`src/rtl/data_mem_port.sv`:
```
// data_mem_port: byte-serial data-memory access controller for the single-cycle datapath.
// Turns word/halfword/byte loads and stores from the control unit into handshaked byte
// beats (little-endian, lane 0 first), stalls the datapath while an access is in flight,
// and returns sign-extended load data. Misaligned or read+write requests are rejected.
//
// Ports:
//   clk, reset          clock (rising edge), asynchronous active-high reset
//   MemRead, MemWrite   00 none, 01 word, 10 halfword, 11 byte
//   addr, wdata         byte address and store data from the datapath
//   rdata               sign-extended load result, held until the next completed load
//   stall               datapath hold request (combinational)
//   done, err           one-cycle completion / rejection pulses
//   mem_req, mem_we     beat request and direction toward the byte memory
//   mem_addr, mem_wdata registered beat address and write byte
//   mem_rdata, mem_ack  read byte and beat-complete strobe from the memory
`timescale 1ns/1ps
module data_mem_port #(
  parameter int unsigned AW = 16
) (
  input  logic          clk,
  input  logic          reset,
  input  logic [1:0]    MemRead,
  input  logic [1:0]    MemWrite,
  input  logic [31:0]   addr,
  input  logic [31:0]   wdata,
  output logic [31:0]   rdata,
  output logic          stall,
  output logic          done,
  output logic          err,
  output logic          mem_req,
  output logic          mem_we,
  output logic [AW-1:0] mem_addr,
  output logic [7:0]    mem_wdata,
  input  logic [7:0]    mem_rdata,
  input  logic          mem_ack
);

  typedef enum logic [1:0] {StIdle, StAccess, StDone, StErr} state_e;

  state_e        state_q, state_d;
  logic [1:0]    beat_q, beat_d;
  logic [1:0]    last_q, last_d;     // index of the final beat: 0 byte, 1 half, 3 word
  logic          we_q, we_d;
  logic [AW-1:0] addr_q, addr_d;     // address of the current beat
  logic [31:0]   wdata_q, wdata_d;   // store data, shifted down one byte per beat
  logic [31:0]   lbuf_q, lbuf_d;     // load bytes gathered so far
  logic [31:0]   rdata_q, rdata_d;

  logic          cmd;
  logic [1:0]    size_code;
  logic          misalign;
  logic          bad;
  logic [1:0]    last_new;
  logic [31:0]   lbuf_nx;
  logic [31:0]   load_ext;
  logic          unused_addr;

  assign unused_addr = ^addr[31:AW];

  // Request decode, meaningful only in StIdle.
  always_comb begin
    cmd       = (MemRead != 2'b00) || (MemWrite != 2'b00);
    size_code = (MemRead != 2'b00) ? MemRead : MemWrite;
    misalign  = ((size_code == 2'b01) && (addr[1:0] != 2'b00)) ||
                ((size_code == 2'b10) && addr[0]);
    bad       = ((MemRead != 2'b00) && (MemWrite != 2'b00)) || misalign;
    unique case (size_code)
      2'b01:   last_new = 2'd3;
      2'b10:   last_new = 2'd1;
      default: last_new = 2'd0;
    endcase
  end

  // Load buffer with the byte arriving this cycle merged into its lane, and the
  // sign-extended result derived from it so the final beat lands in rdata directly.
  always_comb begin
    lbuf_nx = lbuf_q;
    lbuf_nx[{beat_q, 3'b000} +: 8] = mem_rdata;
    unique case (last_q)
      2'd0:    load_ext = {{24{lbuf_nx[7]}}, lbuf_nx[7:0]};
      2'd1:    load_ext = {{16{lbuf_nx[15]}}, lbuf_nx[15:0]};
      default: load_ext = lbuf_nx;
    endcase
  end

  always_comb begin
    state_d = state_q;
    beat_d  = beat_q;
    last_d  = last_q;
    we_d    = we_q;
    addr_d  = addr_q;
    wdata_d = wdata_q;
    lbuf_d  = lbuf_q;
    rdata_d = rdata_q;
    stall   = 1'b0;
    done    = 1'b0;
    err     = 1'b0;
    mem_req = 1'b0;
    unique case (state_q)
      StIdle: begin
        if (cmd) begin
          stall = 1'b1;
          if (bad) begin
            state_d = StErr;
          end else begin
            state_d = StAccess;
            beat_d  = 2'd0;
            last_d  = last_new;
            we_d    = (MemWrite != 2'b00);
            addr_d  = addr[AW-1:0];
            wdata_d = wdata;
            lbuf_d  = 32'h0;
          end
        end
      end
      StAccess: begin
        stall   = 1'b1;
        mem_req = 1'b1;
        if (mem_ack) begin
          beat_d  = beat_q + 2'd1;
          addr_d  = addr_q + AW'(1);
          wdata_d = {8'h00, wdata_q[31:8]};
          if (!we_q) begin
            lbuf_d = lbuf_nx;
          end
          if (beat_q == last_q) begin
            state_d = StDone;
            if (!we_q) begin
              rdata_d = load_ext;
            end
          end
        end
      end
      StDone: begin
        done    = 1'b1;
        state_d = StIdle;
      end
      StErr: begin
        err     = 1'b1;
        state_d = StIdle;
      end
      default: state_d = StIdle;
    endcase
  end

  always_ff @(posedge clk or posedge reset) begin
    if (reset) begin
      state_q <= StIdle;
      beat_q  <= 2'd0;
      last_q  <= 2'd0;
      we_q    <= 1'b0;
      addr_q  <= '0;
      wdata_q <= 32'h0;
      lbuf_q  <= 32'h0;
      rdata_q <= 32'h0;
    end else begin
      state_q <= state_d;
      beat_q  <= beat_d;
      last_q  <= last_d;
      we_q    <= we_d;
      addr_q  <= addr_d;
      wdata_q <= wdata_d;
      lbuf_q  <= lbuf_d;
      rdata_q <= rdata_d;
    end
  end

  assign rdata     = rdata_q;
  assign mem_we    = we_q;
  assign mem_addr  = addr_q;
  assign mem_wdata = wdata_q[7:0];

endmodule

```
`config.mk`:
```
export PLATFORM = sky130hd
export DESIGN_NAME = data_mem_port
export DESIGN_NICKNAME = d
export VERILOG_FILES = /design/src/rtl/data_mem_port.sv
export SDC_FILE = /design/constraint.sdc
export NUM_CORES = 1
export LEC_CHECK = 0
export ABC_AREA = 1
export BUFFER_PORTS_ARGS = -buffer_cell sky130_fd_sc_hd__buf_4
export CAP_MARGIN = 20
export CORE_MARGIN = 1.5
export CORE_UTILIZATION = 60
export CTS_CLUSTER_DIAMETER = 120
export CTS_CLUSTER_SIZE = 20
export DETAILED_ROUTE_END_ITERATION = 7
export PLACE_DENSITY = 0.86
export SETUP_SLACK_MARGIN = 0.3
export SLEW_MARGIN = 5
export SYNTH_ARGS = -nofsm -noshare
export SYNTH_HDL_FRONTEND = slang
export SYNTH_SLANG_ARGS = --single-unit
```
`constraint.sdc`:
```
create_clock -name clk -period 10.94 [get_ports clk]
set_clock_uncertainty 0.2 [all_clocks]
set_input_delay 0.547 -clock clk [delete_from_list [all_inputs] [get_ports clk]]
set_output_delay 0.547 -clock clk [all_outputs]
set_load 0.01 [all_outputs]
```
* Word level (Yosys, flattened, before mapping)
Cells that the tools add are included.
** Word-level totals
- Register bits :: 119
- Logic and storage cells :: 76
- Output and inout bits :: 61
- Input port bits :: 79
** Operators by class
- Bitwise operators :: 2
- Add/subtract/negate cells :: 3
- Eq/ne operators :: 12
- Reduce and logical (&&, ||, !) cells :: 18
- Mux-type cells :: 31
- Shift operators :: 2
** Operators with widths (count)
- $mux W32 :: 7
- $pmux W32 S2 :: 3
- $mux W16 :: 3
- $bwmux W32 :: 1
- $pmux W16 S2 :: 1
- $shift A8 B7 Y32 const A :: 1
- $shiftx A8 B7 Y32 :: 1
- $add A16 B1 Y16 const B :: 1
- $mux W2 :: 8
- $ne A2 B2 Y1 const B :: 5
- $pmux W2 S2 :: 2
- $reduce_and A4 Y1 :: 2
- $reduce_bool A2 Y1 :: 4
- $neg A5 Y7 :: 1
- $eq A2 B1 Y1 const B :: 3
- $eq A2 B2 Y1 const B :: 3
- $pmux W2 S3 :: 1
- $reduce_and A3 Y1 :: 2
- $reduce_and A5 Y1 :: 1
- $logic_not A2 Y1 :: 2
- $mux W1 :: 4
- $logic_and A1 B1 Y1 :: 3
- $logic_or A1 B1 Y1 :: 3
- $add A2 B1 Y2 const B :: 1
- other kinds (4) :: 5

* Logic depth before layout (Yosys ltp)
Gate-level depths: netlist of the first run.
- Depth in word-level cells :: 9
- Depth in mapped cells :: 15
- Depth with buffers taken out :: 14

* Least setup slack after synthesis of the first run
Ideal clock, no wire load.
- Path type :: register -> register
- Start :: reg beat_q[0]
- End :: reg rdata_q[16], in the netlist rdata[16]
- Setup slack :: 8.824 ns
- Period minus slack after synthesis :: 2.116 ns
- Arrival time :: 1.851 ns
- Path buffers :: 2
- Data required time :: 10.675 ns
- Library setup time :: 0.065 ns
- Cell stages (with the launch flop) :: 12
- Cells stage by stage :: dfrtp_1 -> buf_6 -> inv_1 -> ha_1 -> nor2_4 -> nand4_1 -> nand2_1 -> nand2_2 -> buf_4 -> nand3_1 -> nand2_1 -> nand2_1
** Between the ends
- Longest elaborated chain between the ends :: 4
- Elaborated cells between the ends (all ways) :: 7
- Those cells by class :: add/sub (1); eq/ne (1); shift (2); mux (2); reduce/logical (1)
** RTL lines
- from (decl) :: RTL line 41 : logic [1:0] beat_q, beat_d;
- from (signal assigned) :: RTL line 158 : beat_q <= beat_d;
- $neg A5 Y7 :: RTL line 78 : lbuf_nx[{beat_q, 3'b000} +: 8] = mem_rdata;
- $shiftx A8 B7 Y32 / $shift A8 B7 Y32 (equally long branches) :: RTL line 78
- $bwmux W32 :: RTL line 78
- $pmux W32 S2 :: RTL line 79 : unique case (last_q)
- to (signal assigned) :: RTL line 164 : rdata_q <= rdata_d;
- to (decl) :: RTL line 47 : logic [31:0] rdata_q, rdata_d;
Several ways; a longest one is shown, not always the timed one.
A chain may end at the register's enable or synchronous reset.

* Final worst setup path of the first run
- Start :: reg state_q[0]
- End :: out mem_req
** Between the ends
- Longest elaborated chain between the ends :: 2
** RTL lines
- from (decl) :: RTL line 40 : state_e state_q, state_d;
- from (signal assigned) :: RTL line 148 : state_q <= StIdle;
- from (signal assigned) :: RTL line 157 : state_q <= state_d;
- $eq A2 B1 Y1 :: RTL line 99 : unique case (state_q)
- $mux W1 :: RTL line 99
- to (decl) :: RTL line 30 : output logic mem_req,
No other way between the ends.

==> results.cfg, run 1 <==
[outcome]
status = complete, no violations

[power]
peakVddDrop_mv = 0.229
power_leakage_nw = 4.55
cellPowerDensity_nw_per_um2 = 280

[floorplan]
die_x_um = 109
core_um2 = 10900
dieArea_um2 = 11900
rows = 38
ios = 140
die_h_um = 109
start_util_pct = 62.0

[drt]
drt-vias-per-instance = 5.31
wl_um = 16900
vias = 6447
drt-pass1-iter-count = 5
wl_per_cell_um = 13.9
ant_nets = 0
dr.first_iter.drc_count = 581
drc_errors = 0

[synth]
syn_area_um2 = 6750
synth_warnings = 0
syn_avg_cell_area_um2 = 6.97
synth_nets = 1056
ys_types = 30
synth_seq_area_share_pct = 44.1
synth.ff_latch_count = 119
postSynthCellCount = 969

[clock_tree]
clk_latency_ps = 520
cts_buffers = 17
clock_sinks = 119
htreeDepth = 4
ctsResizeCount = 0
cts_tree = yes
cts_root_buffer = clkbuf_8
clockBufferDepth = 2
clk_pin_slew_ps = 60

[global_routing]
grt_pass1_vias = 5910
grt_max_degree = 66
gr-total-overflow = 0
grt_pass1_wl_um = 27700
grt_antenna_before_repair = 0
grt_usage_pct = 29.9

[critical_path]
end_kind = output pin
cpMaxStageDelayCell = buf_4
max_stage_delay_ps = 590
crit_fanout = 56
worstPathArrival_ps = 2820
path_delay_family = buffers and inverters
crit_chain = nand2_2, buf_4, inv_2, buf_4
crit_required_ps = 10190
crit_buf_inv = 3
startpoint_type = register
crit_top_cell = buf_4
critical_path_class = reg -> out

[min_path]
hold_class = in -> reg

[layout]
synthToLayoutAreaGrowth_pct = 19.7
stdcell_area_um2 = 8080
fillCellCount = 880
drive_above_1_share_pct = 17.1
nNetsFinal = 1149
num_antenna_cells = 0

[place]
placed_cell_area_um2 = 7510
port-buffer-count = 123
finalWeightedCongestion = 0.958
dp_hpwl_um = 11000

[timing]
grt_setup_unrepaired = no
fmax_mhz = 281
post-route-period-util_pct = 32.6
min_period_ps = 3560
slew_headroom_pct = 45.1
slew_viol_final = 0
worst_slew_pin_slew_ps = 823
hold_violations = 0
hold_ws_ps = 87.8
tns_ps = 0
setup_viol = 0

[job]
drv_cap = 0
==> cells in the final DEF (no fill, tap or decap), types with 3 or more instances in the layout <==
master and count:
a21oi_1 27, and2_1 10, buf_4 125, clkbuf_16 16
clkinv_4 6, dfrtp_1 119, ha_1 8, inv_1 66
inv_2 4, inv_6 3, nand2_1 472, nand2_2 8
nand2_4 3, nand3_1 52, nand4_1 13, nor2_1 48
nor2_2 5, o21ai_0 57, o21ai_1 11
==> cells by family after synthesis <==
logic type / count (synthesis) / synth area share, %
compound gates: 98 / 7.39
xor+xnor: 2 / 0.259
fa+ha+maj: 8 / 1.48
buf+inv: 126 / 9.43
flops: 119 / 44.1
simple gates: 616 / 37.3
==> layer usage <==
metal / global-route usage, % / part of all wire (%) / vias to the layer above
met2: 47.6 / 48 / 268
li1: - / - / 3195
met5: 0 / 0 / -
met3: 4.60 / 7.3 / 37
met4: 13.9 / 2.3 / 0
met1: 40.2 / 43 / 2947
==> sequential cells by signal, summed over array words and instances, names as in the netlist <==
register	cells
lbuf_q	32
state_q	2
rdata	32
beat_q	2
wdata_q	32
last_q	2
mem_addr	16
mem_we	1
==> power breakdown <==
part | internal [mW] | total [mW] | switching, mW
Combinational | 0.344 | 0.995 | 0.651
Sequential | 0.608 | 0.743 | 0.135
Clock | 0.305 | 0.523 | 0.218
Total | 1.26 | 2.26 | 1.00
==> synth_stat cells, drive strengths merged <==
cell | instances | area (um2)
a21boi | 1 | 7.51
a21oi | 27 | 135
and2 | 10 | 62.6
buf | 49 | 344
clkbuf | 3 | 12.5
clkinv | 2 | 7.51
dfrtp | 119 | 2980
ha | 8 | 100
inv | 72 | 273
nand2 | 483 | 1860
nand3 | 54 | 280
nand4 | 13 | 81.3
nor2 | 55 | 234
nor3b | 1 | 7.51
o21ai | 69 | 349
o21bai | 1 | 7.51
xnor2 | 2 | 17.5
==> cell type report <==
cell class	count	area, um2	area share (%)
flip-flops and latches	119	2980	36.8
well taps	140	175	2.17
clock inverters	15	145	1.80
repair buffers	126	948	11.7
inverters	74	283	3.50
clock buffers	17	414	5.12
multi-input cells	724	3140	38.8
==> worst paths after layout <==
kind / cells after the start / to / startpoint / slack (ps)
max: 4 / mem_req / state_q[0] / 7380
min: 3 / wdata_q[30] / wdata[30] / 90
max reg2reg: 8 / lbuf_q[31] / state_q[0] / 7540
min reg2reg: 2 / lbuf_q[4] / lbuf_q[4] / 270
max in group asynchronous: 4 / rdata[20] / reset / 8760
min in group asynchronous: 3 / rdata[2] / reset / 480
==> worst min-delay path: cells and delay by family <==
family / cells / cell delay (ps)
buffers and inverters: 1 / 110
AO/OA/AOI/OAI: 1 / 60
AND/OR/NAND/NOR: 1 / 50
==> through the flow <==
step | power [mW] | util (%) | setup slack (ps) | std cells
after global placement | 1.69 | 69.0 | 7750 | 1182
after floorplan | 1.47 | - | 7040 | 969
after detailed placement | 1.73 | 69.0 | 7680 | 1182
final | 2.26 | 74.2 | 7380 | 1215
after global routing | 2.43 | 74.2 | 7230 | 1215
after CTS | 2.27 | 74.2 | 7410 | 1215
==> what timing repair did <==
item                      4_1_cts  5_1_grt
hold buffers                    1        0
hold endpoints to repair       54        0
setup buffers                   0        0
Note: power is estimated with default switching activity, not from simulation.
==> run 2: changes to the inputs <==
- CORE_UTILIZATION: 60 -> 56
- PLACE_DENSITY: 0.86 -> 0.81
- clock period: 10.94 -> 3.65 ns (I/O delays scaled with it)
==> results.cfg, run 2 (synthesized netlist as in run 1, its figures left out) <==
[timing]
fmax_mhz = 333
tns_ps = 0
slew_headroom_pct = 45.4
slew_viol_final = 0
min_period_ps = 3010
post-route-period-util_pct = 82.3
worst_slew_pin_slew_ps = 818
hold_ws_ps = 5.20
setup_viol = 0
grt_setup_unrepaired = no
hold_violations = 0

[drt]
ant_nets = 0
drt-vias-per-instance = 5.21
wl_um = 17600
drt-pass1-iter-count = 5
vias = 6670
drc_errors = 0
dr.first_iter.drc_count = 538
wl_per_cell_um = 13.7

[clock_tree]
cts_root_buffer = clkbuf_16
cts_buffers = 17
clk_pin_slew_ps = 50
cts_tree = yes
clockBufferDepth = 2
cts_setup_buffers = 0
htreeDepth = 4
clk_latency_ps = 420
clock_sinks = 119

[floorplan]
start_util_pct = 58.4
ios = 140
rows = 39
core_um2 = 11600
die_x_um = 113
die_h_um = 113
dieArea_um2 = 12700

[job]
drv_cap = 0

[critical_path]
crit_fanout = 55
crit_path_start = MemWrite[0]
startpoint_type = primary input
crit_required_ps = 3750
crit_buf_inv = 5
end_kind = register
r2r_slack_ps = 700
cpMaxStageDelayCell = dlygate4sd3_1
critical_path_class = in -> reg
r2r-end = rdata[12]
path_delay_family = buffers and inverters
worstPathArrival_ps = 3110
crit_chain = dlygate4sd3_1, buf_4, a21oi_1, inv_1, ha_1, inv_1, nand2_1, nand2_1, nand2_1, nand2_1, nand2_4, inv_4, nand2_4, nand2_1, nand2_1
reg2reg_depth = 9
r2r-start = beat_q[0]
max_stage_delay_ps = 550
crit_top_cell = nand2_1

[layout]
stdcell_area_um2 = 8710
drive_above_1_share_pct = 16.4
nNetsFinal = 1212
layout_common_cells = 472 x nand2_1, 129 x buf_4, 119 x dfrtp_1
synthToLayoutAreaGrowth_pct = 28.9
mostFrequentLayoutCell = nand2_1
num_antenna_cells = 0

[place]
finalWeightedCongestion = 0.931
placed_cell_area_um2 = 7550
dp_hpwl_um = 11000
port-buffer-count = 123

[global_routing]
grt_max_degree = 56
grt_usage_pct = 29.4
gr-total-overflow = 0
grt_antenna_before_repair = 0
grt_pass1_wl_um = 29800
grt_pass1_vias = 6333

[min_path]
hold_class = in -> reg
whs_path_depth = 5
hold_path.startpoint = mem_rdata[1]
hold_end = rdata[1]

[power]
power_leakage_nw = 4.82
cellPowerDensity_nw_per_um2 = 783
peakVddDrop_mv = 0.480

[outcome]
status = complete, no violations
run 2: worst reg2reg max path: stages, from the launching register on:
cell      delay (ps)
dfrtp_1          570
inv_1            240
ha_1             440
clkinv_1         360
nand2_1          170
nand2_1           90
nand2_2          350
o21ai_0          250
nand2_1          110
nand2_1           50
run 2: per-stage QoR:
stage	total power [mW]	std cells	setup slack, ps	util, %
floorplan	4.42	969	1530	-
global placement	5.11	1189	782	65.3
detailed placement	5.19	1189	760	65.3
CTS	6.80	1280	649	75.1
global route	7.37	1281	367	75.3
finish	6.82	1281	644	75.3
run 2: worst max path at each step:
stage / endpoint / cells past startpoint
2_1_floorplan: rdata[16] / 11
3_3_place_gp: rdata[12] / 9
3_5_place_dp: rdata[12] / 9
4_1_cts: lbuf_q[16] / 15
5_1_grt: lbuf_q[0] / 16
6_report: lbuf_q[16] / 15
run 2: repair_timing:
item	in CTS	in global routing
endpoints found under the setup margin	0	0
hold endpoints to repair	100	0
hold buffers	59	0
resized for setup	0	0
run 2: routing by layer:
metal / GRT usage [%] / vias to the layer above / wire (um)
li1: - / 3315 / -
met1: 39.2 / 3059 / 7850
met2: 47.6 / 254 / 8280
met3: 5.84 / 42 / 1080
met4: 11.8 / 0 / 405
met5: 0 / - / 0
run 2: power by group:
part	internal (mW)	leakage (nW)	switching (mW)
logic	1.10	2.97	1.97
clock network	0.949	0.276	0.575
registers	1.82	1.57	0.403
run 2: final cells by class:
type                            instances  area [um2]
Inverter                               74         284
Multi-Input combinational cell        724        3140
Clock inverter                          8        46.3
Clock buffer                           24         502
Timing Repair Buffer                  189        1580
Tap cell                              143         179
Sequential cell                       119        2980
Fill cell                             874        2860
==> run 3: changes to the inputs <==
- clock period: 3.65 -> 2.8 ns (I/O delays scaled with it)
==> results.cfg, run 3 (synthesized netlist as in run 1, its figures left out) <==
[place]
placed_cell_area_um2 = 7610
dp_hpwl_um = 10700
port-buffer-count = 123
finalWeightedCongestion = 0.939

[timing]
grt_setup_unrepaired = no
min_period_ps = 2330
slew_viol_final = 0
setup_viol = 0
hold_ws_ps = 8.88
slew_headroom_pct = 51.4
post-route-period-util_pct = 83.1
tns_ps = 0
hold_violations = 0
fmax_mhz = 430
worst_slew_pin_slew_ps = 728

[layout]
mostFrequentLayoutCell = nand2_1
stdcell_area_um2 = 8890
num_antenna_cells = 0
nNetsFinal = 1221
layout_common_cells = 472 x nand2_1, 132 x buf_4, 119 x dfrtp_1
multi_input_area_um2 = 3160
drive_above_1_share_pct = 16.7
fillCellCount = 835
ff_latch_area_um2 = 2980
postLayoutCoreUtil_pct = 76.8
synthToLayoutAreaGrowth_pct = 31.6

[clock_tree]
clk_latency_ps = 420
htreeDepth = 4
cts_tree = yes
clockBufferDepth = 2
clk_pin_slew_ps = 50
cts_buffers = 17
clock_sinks = 119
cts_root_buffer = clkbuf_16

[global_routing]
grt_max_degree = 120
grt_pass1_wl_um = 32100
grt_usage_pct = 31.5
grt_antenna_before_repair = 0
gr-total-overflow = 0
grt_pass1_vias = 6777

[power]
cellPowerDensity_nw_per_um2 = 1060
power_mw = 9.46
peakVddDrop_mv = 0.659
power_leakage_nw = 4.90

[critical_path]
critical_path_class = in -> reg
worstPathArrival_ps = 2420
path_delay_family = buffers and inverters
crit_top_cell = nand2_1
crit_chain = dlygate4sd3_1, buf_4, inv_1, a21oi_1, inv_1, ha_1, inv_1, nand2_1, nand2_1, nand2_1, nand2_1, nand2_4, inv_6, nand2_8, nand2_1, nand2_1
cpMaxStageDelayCell = dlygate4sd3_1
crit_fanout = 42
crit_buf_inv = 6
startpoint_type = primary input
max_stage_delay_ps = 540
crit_required_ps = 2890
end_kind = register

[floorplan]
core_um2 = 11600
die_h_um = 113
dieArea_um2 = 12700
die_x_um = 113
start_util_pct = 58.4
ios = 140
rows = 39

[drt]
ant_nets = 0
drt-vias-per-instance = 5.31
drc_errors = 0
vias = 6855
wl_per_cell_um = 14.6
wl_um = 18900
drt-pass1-iter-count = 5
dr.first_iter.drc_count = 630

[outcome]
status = complete, no violations

[job]
drv_cap = 0

[min_path]
hold_class = in -> reg
[run 3: cell types whose count changed in the layout (fill, tap and decap cells not counted), sizes merged]
| cell | before | now |
|---|---|---|
| clkinv | 9 | 7 |
| dlygate4sd3 | 59 | 64 |
| buf | 130 | 134 |
| bufinv | 0 | 3 |
| clkinvlp | 2 | 1 |
[run 3: layout make-up]
type,count,share of cell area (%)
Clock inverter,8,1.34
Tap cell,143,2.01
Multi-Input combinational cell,724,35.6
Clock buffer,24,5.53
Inverter,74,3.22
Sequential cell,119,33.5
Timing Repair Buffer,198,18.8
[run 3: where the power goes]
group	internal, mW	switching, mW	total (mW)
clock network	1.49	0.774	2.26
registers	2.38	0.518	2.89
logic	1.57	2.73	4.31
[run 3: per-stage QoR]
stage,instances,setup WS [ps]
after global routing,1290,296
final,1290,473
after CTS,1290,313
after detailed placement,1194,464
after global placement,1194,496
after floorplan,969,684
[run 3: worst register-to-register path, delay by kind of cell, from the launching register on]
kind | cells | cell delay (ps)
AO/OA/AOI/OAI | 1 | 410
flip-flops | 1 | 450
adder cells (fa/ha/maj) | 1 | 230
buffers and inverters | 3 | 370
AND/OR/NAND/NOR | 5 | 530
[run 3: worst paths after layout]
kind	from	depth (start not counted)	slack, ps	end
max	MemRead[1]	16	470	lbuf_q[7]
min	MemRead[0]	6	9	last_q[0]
max reg2reg	beat_q[1]	10	550	rdata[27]
min reg2reg	lbuf_q[1]	2	270	lbuf_q[1]
max in group asynchronous	reset	4	1640	lbuf_q[30]
min in group asynchronous	reset	4	280	rdata[3]
[run 3: repair_timing]
item | 4_1_cts | 5_1_grt
endpoints found under the setup margin | 0 | 56
setup buffers | 0 | 0
gates resized for setup | 0 | 5
hold buffers | 64 | 0
endpoints found under the hold margin | 187 | 0
[run 3: routing by layer]
layer  vias up  wire, um  global-route usage, %
met3        56      1010                   5.52
met1      3207      8260                   41.9
met4         0       545                   14.5
li1       3326         -                      -
met2       266      9030                   50.7
met5         -         0                      0
